[src/rtl/kpd_pkg.sv]
// Shared types and constants for the 4x4 keypad scanner.
// Optional build macro KPD_AUTOREPEAT_EN enables held-key auto-repeat in keypad_scan_ctrl.
package kpd_pkg;

    localparam int unsigned CODE_W       = 4;
    localparam int unsigned REPEAT_SCANS = 500;

    typedef enum logic [1:0] {
        StScan,
        StDebounce,
        StEmit,
        StHold
    } kpd_state_e;

    // Key codes indexed by {col_idx, row_idx}; entry 0 is col0/row0
    localparam logic [15:0][CODE_W-1:0] KEY_MAP = {
        4'hD, 4'hC, 4'hB, 4'hA,   // col3 rows 3..0
        4'hE, 4'h9, 4'h6, 4'h3,   // col2 rows 3..0
        4'hF, 4'h8, 4'h5, 4'h2,   // col1 rows 3..0
        4'h0, 4'h7, 4'h4, 4'h1    // col0 rows 3..0
    };

    // Lowest-index active-low row wins when several rows are pulled down
    function automatic logic [1:0] row_prio(input logic [3:0] row);
        if (!row[0]) return 2'd0;
        else if (!row[1]) return 2'd1;
        else if (!row[2]) return 2'd2;
        else return 2'd3;
    endfunction

endpackage

[src/rtl/kpd_tick_gen.sv]
// Free-running divider: tick is high for one clk every SCAN_DIV cycles.
// Configuration macro KPD_AUTOREPEAT_EN has no effect on this block.
module kpd_tick_gen #(
    parameter int unsigned SCAN_DIV = 50000
) (
    input  logic clk,
    input  logic reset,
    output logic tick
);

    localparam int unsigned TW = (SCAN_DIV > 1) ? $clog2(SCAN_DIV) : 1;
    localparam logic [TW-1:0] LAST = TW'(SCAN_DIV - 1);

    logic [TW-1:0] timer_q, timer_d;

    // Count 0..SCAN_DIV-1 and wrap
    always_comb begin
        timer_d = (timer_q == LAST) ? '0 : timer_q + TW'(1);
    end

    // Timer register with synchronous reset
    always_ff @(posedge clk) begin
        if (reset) timer_q <= '0;
        else       timer_q <= timer_d;
    end

    // The wrap cycle is the scan step
    always_comb begin
        tick = (timer_q == LAST);
    end

endmodule

[src/rtl/keypad_scan_ctrl.sv]
// 4x4 keypad scanner: column drive, row decode, press/release debounce and
// a 4-digit key history. Define KPD_AUTOREPEAT_EN to re-emit a held key every
// REPEAT_SCANS scan steps; without it each press emits exactly once.
module keypad_scan_ctrl
    import kpd_pkg::*;
#(
    parameter int unsigned SCAN_DIV       = 50000,
    parameter int unsigned DEBOUNCE_SCANS = 4
) (
    input  logic              clk,
    input  logic              reset,
    input  logic [3:0]        row,
    input  logic              clr,
    output logic [3:0]        col,
    output logic              key_valid,
    output logic [CODE_W-1:0] key_code,
    output logic [CODE_W-1:0] key1,
    output logic [CODE_W-1:0] key2,
    output logic [CODE_W-1:0] key3,
    output logic [CODE_W-1:0] key4,
    output logic              pressed
);

    localparam logic [3:0] DEB_LAST = 4'(DEBOUNCE_SCANS);

    logic tick;

    kpd_tick_gen #(
        .SCAN_DIV(SCAN_DIV)
    ) u_tick_gen (
        .clk  (clk),
        .reset(reset),
        .tick (tick)
    );

    kpd_state_e        state_q, state_d;
    logic [1:0]        col_idx_q, col_idx_d;
    logic [3:0]        cnt_q, cnt_d;
    logic [CODE_W-1:0] cand_q, cand_d;
    logic [CODE_W-1:0] key_code_q, key_code_d;
    logic [CODE_W-1:0] key1_q, key1_d, key2_q, key2_d, key3_q, key3_d, key4_q, key4_d;

    logic              hit;
    logic [1:0]        row_idx;
    logic [CODE_W-1:0] cur_code;
    logic [3:0]        cnt_inc;

`ifdef KPD_AUTOREPEAT_EN
    localparam int unsigned RPT_W = $clog2(REPEAT_SCANS + 1);
    localparam logic [RPT_W-1:0] RPT_LAST = RPT_W'(REPEAT_SCANS);
    logic [RPT_W-1:0] rpt_q, rpt_d;
    logic [RPT_W-1:0] rpt_inc;
    assign rpt_inc = rpt_q + RPT_W'(1);
`endif

    // Decode the active column's rows into a hit flag and key code
    always_comb begin
        hit      = (row != 4'hF);
        row_idx  = row_prio(row);
        cur_code = KEY_MAP[{col_idx_q, row_idx}];
        cnt_inc  = cnt_q + 4'd1;
    end

    // FSM state register
    always_ff @(posedge clk) begin
        if (reset) state_q <= StScan;
        else       state_q <= state_d;
    end

    // Next-state and scan datapath; decisions are taken only on tick except EMIT
    always_comb begin
        state_d    = state_q;
        col_idx_d  = col_idx_q;
        cnt_d      = cnt_q;
        cand_d     = cand_q;
        key_code_d = key_code_q;
`ifdef KPD_AUTOREPEAT_EN
        rpt_d      = rpt_q;
`endif
        unique case (state_q)
            StScan: begin
                if (tick) begin
                    if (hit) begin
                        cand_d = cur_code;
                        if (DEB_LAST == 4'd1) begin
                            state_d    = StEmit;
                            key_code_d = cur_code;
                            cnt_d      = '0;
                        end else begin
                            state_d = StDebounce;
                            cnt_d   = 4'd1;
                        end
                    end else begin
                        col_idx_d = col_idx_q + 2'd1;
                    end
                end
            end
            StDebounce: begin
                if (tick) begin
                    if (hit && (cur_code == cand_q)) begin
                        if (cnt_inc == DEB_LAST) begin
                            state_d    = StEmit;
                            key_code_d = cand_q;
                            cnt_d      = '0;
                        end else begin
                            cnt_d = cnt_inc;
                        end
                    end else begin
                        state_d   = StScan;
                        col_idx_d = col_idx_q + 2'd1;
                        cnt_d     = '0;
                    end
                end
            end
            StEmit: begin
                state_d = StHold;
                cnt_d   = '0;
`ifdef KPD_AUTOREPEAT_EN
                rpt_d   = '0;
`endif
            end
            StHold: begin
                if (tick) begin
                    if (hit) begin
                        // Any hit, even a different key, keeps the press alive
                        cnt_d = '0;
`ifdef KPD_AUTOREPEAT_EN
                        if (cur_code == cand_q) begin
                            if (rpt_inc == RPT_LAST) begin
                                state_d    = StEmit;
                                key_code_d = cand_q;
                                rpt_d      = '0;
                            end else begin
                                rpt_d = rpt_inc;
                            end
                        end else begin
                            rpt_d = '0;
                        end
`endif
                    end else begin
`ifdef KPD_AUTOREPEAT_EN
                        rpt_d = '0;
`endif
                        if (cnt_inc == DEB_LAST) begin
                            state_d   = StScan;
                            col_idx_d = 2'd0;
                            cnt_d     = '0;
                        end else begin
                            cnt_d = cnt_inc;
                        end
                    end
                end
            end
            default: state_d = StScan;
        endcase
    end

    // History shift on EMIT; clr wins over old digits but not the new one
    always_comb begin
        key1_d = key1_q;
        key2_d = key2_q;
        key3_d = key3_q;
        key4_d = key4_q;
        if (state_q == StEmit) begin
            key1_d = key2_q;
            key2_d = key3_q;
            key3_d = key4_q;
            key4_d = cand_q;
        end
        if (clr) begin
            key1_d = '0;
            key2_d = '0;
            key3_d = '0;
            key4_d = (state_q == StEmit) ? cand_q : '0;
        end
    end

    // Datapath and history registers
    always_ff @(posedge clk) begin
        if (reset) begin
            col_idx_q  <= '0;
            cnt_q      <= '0;
            cand_q     <= '0;
            key_code_q <= '0;
            key1_q     <= '0;
            key2_q     <= '0;
            key3_q     <= '0;
            key4_q     <= '0;
`ifdef KPD_AUTOREPEAT_EN
            rpt_q      <= '0;
`endif
        end else begin
            col_idx_q  <= col_idx_d;
            cnt_q      <= cnt_d;
            cand_q     <= cand_d;
            key_code_q <= key_code_d;
            key1_q     <= key1_d;
            key2_q     <= key2_d;
            key3_q     <= key3_d;
            key4_q     <= key4_d;
`ifdef KPD_AUTOREPEAT_EN
            rpt_q      <= rpt_d;
`endif
        end
    end

    // Outputs decoded from state and registers
    always_comb begin
        col       = ~(4'b0001 << col_idx_q);
        key_valid = (state_q == StEmit);
        pressed   = (state_q != StScan);
        key_code  = key_code_q;
        key1      = key1_q;
        key2      = key2_q;
        key3      = key3_q;
        key4      = key4_q;
    end

endmodule

[config.mk]
export PLATFORM = sky130hd
export DESIGN_NAME = keypad_scan_ctrl
export DESIGN_NICKNAME = d
export VERILOG_FILES = /design/src/rtl/kpd_pkg.sv /design/src/rtl/kpd_tick_gen.sv /design/src/rtl/keypad_scan_ctrl.sv
export SDC_FILE = /design/constraint.sdc
export NUM_CORES = 1
export LEC_CHECK = 0
export CORE_MARGIN = 4
export CORE_UTILIZATION = 40
export DETAILED_ROUTE_END_ITERATION = 16
export PLACE_DENSITY = 0.65
export SETUP_SLACK_MARGIN = 0.15
export SLEW_MARGIN = 20
export SYNTH_ARGS = -nofsm -noshare
export SYNTH_HDL_FRONTEND = slang
export SYNTH_SLANG_ARGS = --single-unit
[constraint.sdc]
create_clock -name clk -period 3.1 [get_ports clk]
set_input_delay 0.93 -clock clk [delete_from_list [all_inputs] [get_ports clk]]
set_output_delay 0.93 -clock clk [all_outputs]
set_load 0.1 [all_outputs]
==> impl_summary.md, run 1 <==
Outcome
The flow ran to the end, and the final reports show no timing, DRC or antenna violations.

Clock network
TritonCTS built the clock tree. After clock tree synthesis, the setup repair step added 0 buffers. Counting along the longest clock path gives a buffer depth of 2. Clock tree synthesis selected as its root buffer the cell sky130_fd_sc_hd__clkbuf_8. The maximum level of the CTS H-tree is 2. The number of clock buffers added by TritonCTS is 5. The clock latency reported for the late side of the worst-skew pair is 0.29 ns. After clock tree synthesis, the clock-pin slew on the worst setup and hold paths is 0.08 ns. The clock sink count is 48.

In this run, post-CTS hold repair placed 0 buffers.

Logic synthesis
The number of synthesis warnings is 0. The flip-flop cell with the highest count after synthesis is sky130_fd_sc_hd__dfxtp_1. Counting flops with an async set or reset pin after synthesis yields a share of 0.

The synthesized design contains 48 register bits. The average size of a mapped cell is 8.34 µm². The cell area that synthesis handed to floorplanning was 2420 µm². After technology mapping, the gate count stands at 290. Yosys mapped the design onto 54 distinct sky130hd cell types. For this run, the register share of the synthesized area comes to 0.397. The count of flip-flops with a built-in enable after synthesis is 0. The net count after synthesis is 306.

Detailed routing
The routed design has 5110 µm of wire. The DRC violations left is 0. The number of detailed-route iterations in the first pass is 4. Once detail routing completed, the nets flagged for antenna violations numbered 0. After the first detailed-routing iteration, the DRC count stood at 74. Using the TritonRoute via totals, the vias-per-cell ratio works out to 5.09.

The average routed wire per standard cell is 12.6 µm. The detailed-route via count is 2056.

Worst setup path
The signal on the critical path passes through dlygate4sd2_1 -> nand2b_4 -> nand2_4 -> ha_4 -> mux4_2 -> xnor2_2 -> o2111a_2 -> buf_4 -> nand3_1 -> a21oi_1. The worst endpoint required time is 3.33 ns. The type of the setup path with the least slack is input port to flop. The cell depth of the worst flop-to-flop path is 6.

Data arrives at the worst endpoint at 3.02 ns. The most critical setup path has its startpoint at row[2]. The category of the worst setup path launch point is an input port. The worst register-to-register path has a setup slack of 0.91 ns. The kind of capture point of the worst setup path is a flop.

The worst stage delay on the critical path is 0.50 ns. The origin of the critical flop-to-flop path is col_idx_q[0]$_SDFFE_PP0P_. The largest fanout of any net on the critical path is 6.

The reg-to-reg endpoint is key_code[3]$_SDFFE_PP0P_. The largest individual stage delay along the critical path comes from the cell sky130_fd_sc_hd__mux4_2.

STA
Timing would allow up to 358 MHz. The max-slew violation total from the final report was 0. The worst slew margin relative to its limit is 0.634. The count of endpoints failing hold in the final timing report is 0.

The worst hold margin is 0.443 ns. At the pin with the least slew margin, the transition time is 0.550 ns. The minimum clock period after layout is 2.79 ns. The final setup violation count is 0. The period utilization is 0.901. On the final layout, the worst clock skew is 0.00759 ns. Setup repair after global routing left no endpoint under its margin.

Job
Max-cap violations in this run came to 0.

GRT
For this run, the total global-route usage over all layers was measured as 0.149. For this run the aggregate overflow at the end of global routing stands at 0. The via count of the first global-routing pass was 2024. The number of antenna violations at the first check in global routing is 0.

Entering global routing, the biggest net connects 18 pins. The first-pass GRT wire length is 9110 µm.

Die
The die is 85.8 µm wide. The total die area is 7350 µm². The die boundary height is 85.8 µm. The floorplan has 28 rows. The I/O pin count is 33. The placeable core region is 5890 µm². For this configuration, the core starts out at a cell density of 0.411.

Place
The HPWL after detailed placement is 3830 µm. Routability-driven placement finished with a final weighted congestion of 0.789. The area after detailed placement is 2840 µm². After detailed placement, the design holds a cell count of 397.

The count of buffers added on input and output ports is 32.

Final layout
The layout has 584 filler cells. The number of antenna diodes is 0. From synthesis to final layout, the design area changed by 22.4%. For this run, the number of standard cells in the final layout without fillers is 404. In the final design database the tool counted 345 nets. The share of layout cells above drive strength 1 is 0.201. The finished cells cover 2960 µm².

Worst hold path
The min-delay analysis places its worst path in the category flop to flop. The worst hold endpoint is u_tick_gen.timer_q[0]$_SDFF_PP0_. Counting instances, the worst hold path has a depth of 1.

The beginning of the worst hold path is u_tick_gen.timer_q[0]$_SDFF_PP0_.

Power
The power per cell area is 357 nW/µm². The largest voltage drop on the vdd net is 300 µV. Summed over all cells, the static leakage comes to 1.13 nW.

The overall power is 0.00106 W.
Yosys cell counts (all sizes together) (2+ instances only):
| cell type | count | share of area |
|---|---|---|
| xor2 | 7 | 0.025 |
| nor2b | 2 | 0.0052 |
| nand2b | 10 | 0.026 |
| nor2 | 29 | 0.045 |
| dfxtp | 48 | 0.40 |
| o2bb2ai | 2 | 0.0072 |
| a311oi | 3 | 0.016 |
| nand3 | 12 | 0.025 |
| and2 | 4 | 0.010 |
| o211ai | 3 | 0.0093 |
| nor4 | 2 | 0.0052 |
| and3 | 9 | 0.023 |
| nand3b | 4 | 0.012 |
| clkbuf | 9 | 0.014 |
| ha | 9 | 0.047 |
| o21ai | 8 | 0.018 |
| a21oi | 28 | 0.058 |
| nand4 | 2 | 0.0052 |
| mux2i | 3 | 0.012 |
| or2 | 3 | 0.0078 |
| xnor2 | 11 | 0.043 |
| nand2 | 41 | 0.065 |
| inv | 13 | 0.020 |
| o31a | 2 | 0.0072 |
| buf | 5 | 0.013 |
final cells by class:
cell class              count  area (µm²)  area share
well taps                  75        93.8      0.0317
inverters                  14        52.6      0.0178
multi-input cells         214        1370       0.463
clock buffers               6        82.6      0.0279
repair buffers             46         390       0.132
flip-flops and latches     48         961       0.325
clock inverters             1        8.76     0.00296
power by group:
| part | leakage [nW] | total [W] | internal, W | switching, W |
|---|---|---|---|---|
| Combinational | 0.696 | 0.0000548 | 0.0000253 | 0.0000294 |
| Clock | 0.0473 | 0.000380 | 0.000178 | 0.000201 |
| Sequential | 0.387 | 0.000621 | 0.000619 | 0.00000189 |
logic make-up (layout without fill, tap and decap cells):
logic type / count (synthesis) / count (layout) / synth area share
buf+inv: 28 / 67 / 0.0491
xor+xnor: 18 / 18 / 0.0683
flops: 48 / 48 / 0.397
simple gates: 126 / 126 / 0.259
mux: 4 / 4 / 0.0217
fa+ha+maj: 9 / 9 / 0.0466
compound gates: 57 / 57 / 0.158
how the worst max path moves through the flow:
stage,slack [ns],end,depth (start not counted)
detailed placement,-0.41,col_idx_q[0]$_SDFFE_PP0P_,9
floorplan,0.17,col_idx_q[0]$_SDFFE_PP0P_,9
finish,0.31,key_code[3]$_SDFFE_PP0P_,10
global placement,-0.33,col_idx_q[0]$_SDFFE_PP0P_,9
global route,0.19,key_code[2]$_SDFFE_PP0P_,11
CTS,0.19,cnt_q[2]$_SDFFE_PP0P_,11
what timing repair did:
item | CTS | global route
endpoints found under the setup margin | 12 | 12
gates resized for setup | 9 | 5
pin swaps | 3 | 0
registers in the layout, summed over array words and instances, names as in the netlist, named ones only:
register	cells
key1	4
key3	4
key4	4
cnt_q	4
col_idx_q	2
state_q	1
key_code	4
key2	4
cand_q	4
u_tick_gen.timer_q	16
metrics by stage:
step | worst slack, ns | TNS, ns | util
detailed placement | -0.412 | -3.72 | 0.483
global route | 0.186 | 0 | 0.503
floorplan | 0.172 | 0 | -
CTS | 0.185 | 0 | 0.504
finish | 0.306 | 0 | 0.503
global placement | -0.327 | -3.02 | 0.483
critical path, delay by kind of cell:
kind	cells	cell delay [ns]
muxes	1	0.50
AOI/OAI and AO/OA	2	0.48
adders and majority gates	1	0.20
and+or+nand+nor	3	0.31
buffers and inverters	2	0.40
xor gates and xnor gates	1	0.20
metal layers:
layer  vias up  global-route usage  part of all wire
met2        21               0.248              0.47
met5         -                   0                 0
li1       1072                   -                 -
met4         0              0.0302            0.0082
met3         6              0.0375             0.028
met1       957               0.198              0.49
cells in the final DEF, fill, tap and decap left out, types with 3 or more instances in the layout:
cell type,synthesis,layout
sky130_fd_sc_hd__nand3_1,12,12
sky130_fd_sc_hd__o211ai_1,3,3
sky130_fd_sc_hd__inv_1,13,13
sky130_fd_sc_hd__and2_1,4,4
sky130_fd_sc_hd__mux2i_1,3,3
sky130_fd_sc_hd__o21ai_0,6,5
sky130_fd_sc_hd__xor2_1,7,7
sky130_fd_sc_hd__clkdlybuf4s50_1,0,3
sky130_fd_sc_hd__nor2_1,29,29
sky130_fd_sc_hd__dfxtp_1,48,48
sky130_fd_sc_hd__nand3b_1,4,4
sky130_fd_sc_hd__buf_4,1,36
sky130_fd_sc_hd__or2_2,3,3
sky130_fd_sc_hd__a21oi_1,28,28
sky130_fd_sc_hd__xnor2_1,10,10
sky130_fd_sc_hd__clkbuf_8,0,6
sky130_fd_sc_hd__and3_1,9,9
sky130_fd_sc_hd__ha_1,9,8
sky130_fd_sc_hd__nand2_1,40,39
sky130_fd_sc_hd__buf_12,0,3
sky130_fd_sc_hd__nand2b_1,10,9
Note: power is estimated with default switching activity, not from simulation.
==> run 2: changes to the inputs <==
GPL_ROUTABILITY_DRIVEN = 0   (was unset)
==> results of run 2 <==
The final DEF is identical to that of run 1; final timing and power are the same.
==> run 3: changes to the inputs <==
PLACE_DENSITY = 0.62   (was 0.65)
clock period = 3.15 ns   (was 3.1 ns; I/O delays follow)
==> run 3 against run 2 <==
Sequential power down 2%. Final cell count rose by 0.50%. Sequential share of layout area about the same. Non-clock buffer count increased by 1. Clock power hardly changed. Register-to-register slack improved by 0.07 ns. Hold slack improved by 0.0098 ns. First-iteration DRC count grew 20%.
==> impl_summary.md, run 3 (synthesized netlist as in run 1, its figures left out) <==
GRT
The first-pass GRT wire length is 8650 µm. The leftover overflow at the end of global routing is 0. The via count of the first global-routing pass is 1890. Entering global routing, the biggest net connects 18 pins.

The number of antenna violations at the first check in global routing is 0. The total global-route track usage is 0.142.

Worst setup path
The worst setup path is captured at a flop. Of all nets on the critical path, the largest fanout is 6. The category of the worst setup path launch point is an input port. The worst stage delay on the critical path is 0.50 ns. For the worst setup path, the data required time is 3.38 ns.

The critical path goes through clkdlybuf4s15_1 -> nand2_2 -> inv_1 -> ha_4 -> mux4_2 -> xnor2_2 -> o2111a_2 -> buf_6 -> o221ai_1 -> a21oi_1. The data arrival at the endpoint of the critical path is 3.04 ns. The type of the setup path with the least slack is input port to flop.

The cell at the slowest stage of the critical path is sky130_fd_sc_hd__mux4_2.

Clock network
The number of buffers inserted by hold repair at cts is 0. The maximum level of the CTS H-tree is 2. The number of clock buffers inserted by TritonCTS is 5. The buffer type at the clock tree root is sky130_fd_sc_hd__clkbuf_8. The clock slew at the register clock pins of the worst setup and hold paths is 0.09 ns. The clock tree from TritonCTS is yes. The number of setup buffers added after CTS is 0. The later pin in the worst-skew pair is clocked with a latency of 0.29 ns.

The number of buffers on the longest clock path is 2. Clock tree synthesis found a total of 48 sinks.

STA
Of the available clock period, the critical path in the final layout requires 0.894. The max-slew violation total from the final report is 0. Setup repair after global routing left no endpoint under its margin. The worst slew margin relative to its limit is 0.643.

The peak clock frequency supported by timing is 355 MHz. The final-layout setup total negative slack is 0 ns. For the pin with the worst max-slew slack, the measured transition is 0.535 ns. The minimum clock period after layout is 2.82 ns. The clock arrives with 0.00713 ns of skew. Setup violations remaining at the end of the flow were counted as 0. The count of endpoints failing hold in the final timing report is 0.

Detailed routing
In this run, the number of DRC markers left after iteration 0 of detailed routing was 89. The per-cell via count in the routed design is 5.08. The pre-antenna-repair detailed-routing pass consisted of 4 iterations. Detailed routing inserted a total of 2061 vias. Summed over all layers, the routed wires come to 4990 µm. The DRC violations left is 0.

The average routed wire per standard cell is 12.3 µm. In this run the remaining antenna-violating nets after routing total 0.

Place
Buffers placed on the I/O ports in this run total 32. The HPWL after detailed placement is 3730 µm.

Die
In this run the vertical extent of the chip is 85.8 µm. The placeable core region is 5890 µm². The die span in x is 85.8 µm. The I/O pin count is 33. The count of standard-cell rows is 28. For this configuration, the core starts out at a cell density of 0.411.

The total die area is 7350 µm².

Final layout
The area growth from synthesis to final layout is 22.2%. The flip-flop count of the largest register after layout is 16. The total of fill cells in the finished design is 602.

The most frequent standard cell in the layout excluding fill and tap cells is sky130_fd_sc_hd__dfxtp_1. The net count reported at finish is 346. The share of layout cells above drive strength 1 is 0.202. The number of antenna diodes is 0. The library cells used most frequently in the layout, excluding fill and tap cells, are sky130_fd_sc_hd__dfxtp_1 (48), sky130_fd_sc_hd__nand2_1 (39), sky130_fd_sc_hd__buf_4 (38), sky130_fd_sc_hd__nor2_1 (29), sky130_fd_sc_hd__a21oi_1 (28). The register with the most flip-flops in the final layout is u_tick_gen.timer_q.

Power
The power per cell area is 354 nW/µm². Summed over all cells, the static leakage comes to 1.13 nW. The largest voltage drop on the vdd net is 292 µV.

The overall power is 0.00105 W.

Worst hold path
The kind of path behind the tightest hold check is flop to flop.

Outcome
The flow ran to the end, and the final reports show no timing, DRC or antenna violations.

Job
Max-cap violations in this run came to 0.
[run 3: cell types whose count changed in the layout (fill, tap and decap cells not counted), sizes merged]
cell	previous run	this run
clkbuf	8	7
inv	13	14
buf	40	41
clkdlybuf4s15	0	1
[run 3: routing by layer]
layer	global-route usage	up-vias	share of wire
met2	0.227	23	0.46
met5	0	-	0
met4	0.0302	0	0.0054
met3	0.0298	2	0.035
met1	0.199	962	0.50
li1	-	1074	-
[run 3: final timing paths]
path	from	endpoint	slack (ns)	depth (start not counted)
setup / recovery	row[0]	cnt_q[3]$_SDFFE_PP0P_	0.33	10
hold / removal	u_tick_gen.timer_q[0]$_SDFF_PP0_	u_tick_gen.timer_q[0]$_SDFF_PP0_	0.45	1
setup reg to reg	col_idx_q[0]$_SDFFE_PP0P_	cnt_q[3]$_SDFFE_PP0P_	0.98	6
hold reg to reg	u_tick_gen.timer_q[0]$_SDFF_PP0_	u_tick_gen.timer_q[0]$_SDFF_PP0_	0.45	1
[run 3: power by group]
part           switching (W)  internal, W
registers         0.00000195     0.000609
clock network       0.000199     0.000180
logic              0.0000290    0.0000270
total               0.000230     0.000816
[run 3: what timing repair did]
action	CTS	global route
gates cloned	0	0
gates resized for setup	10	3
pin swaps	4	2
setup endpoints to repair	12	12
[run 3: layout make-up]
class                      count  area, µm²  share of cell area
clock buffer                   6       82.6              0.0279
clock inverter                 2       13.8             0.00466
inverter                      14       52.6              0.0178
multi-input combinational    214       1370               0.464
sequential                    48        961               0.325
tap                           75       93.8              0.0317
timing repair buffer          47        382               0.129
[run 3: critical path: cells and delay by family]
family	cells	cell delay, ns
and+or+nand+nor	1	0.10
buffers and inverters	3	0.54
muxes	1	0.50
adders and majority gates	1	0.22
xor gates and xnor gates	1	0.18
AOI/OAI and AO/OA	3	0.57
[run 3: metrics by stage]
| stage | std cells | instance area, µm² | utilization | setup slack [ns] | hold slack, ns |
|---|---|---|---|---|---|
| after floorplan | 290 | 2420 | - | 0.207 | 0.413 |
| after global placement | 398 | 2830 | 0.480 | -0.300 | 0.426 |
| after detailed placement | 398 | 2830 | 0.480 | -0.367 | 0.437 |
| after CTS | 406 | 2960 | 0.503 | 0.193 | 0.454 |
| after global routing | 406 | 2960 | 0.502 | 0.182 | 0.485 |
| final | 406 | 2960 | 0.502 | 0.334 | 0.452 |
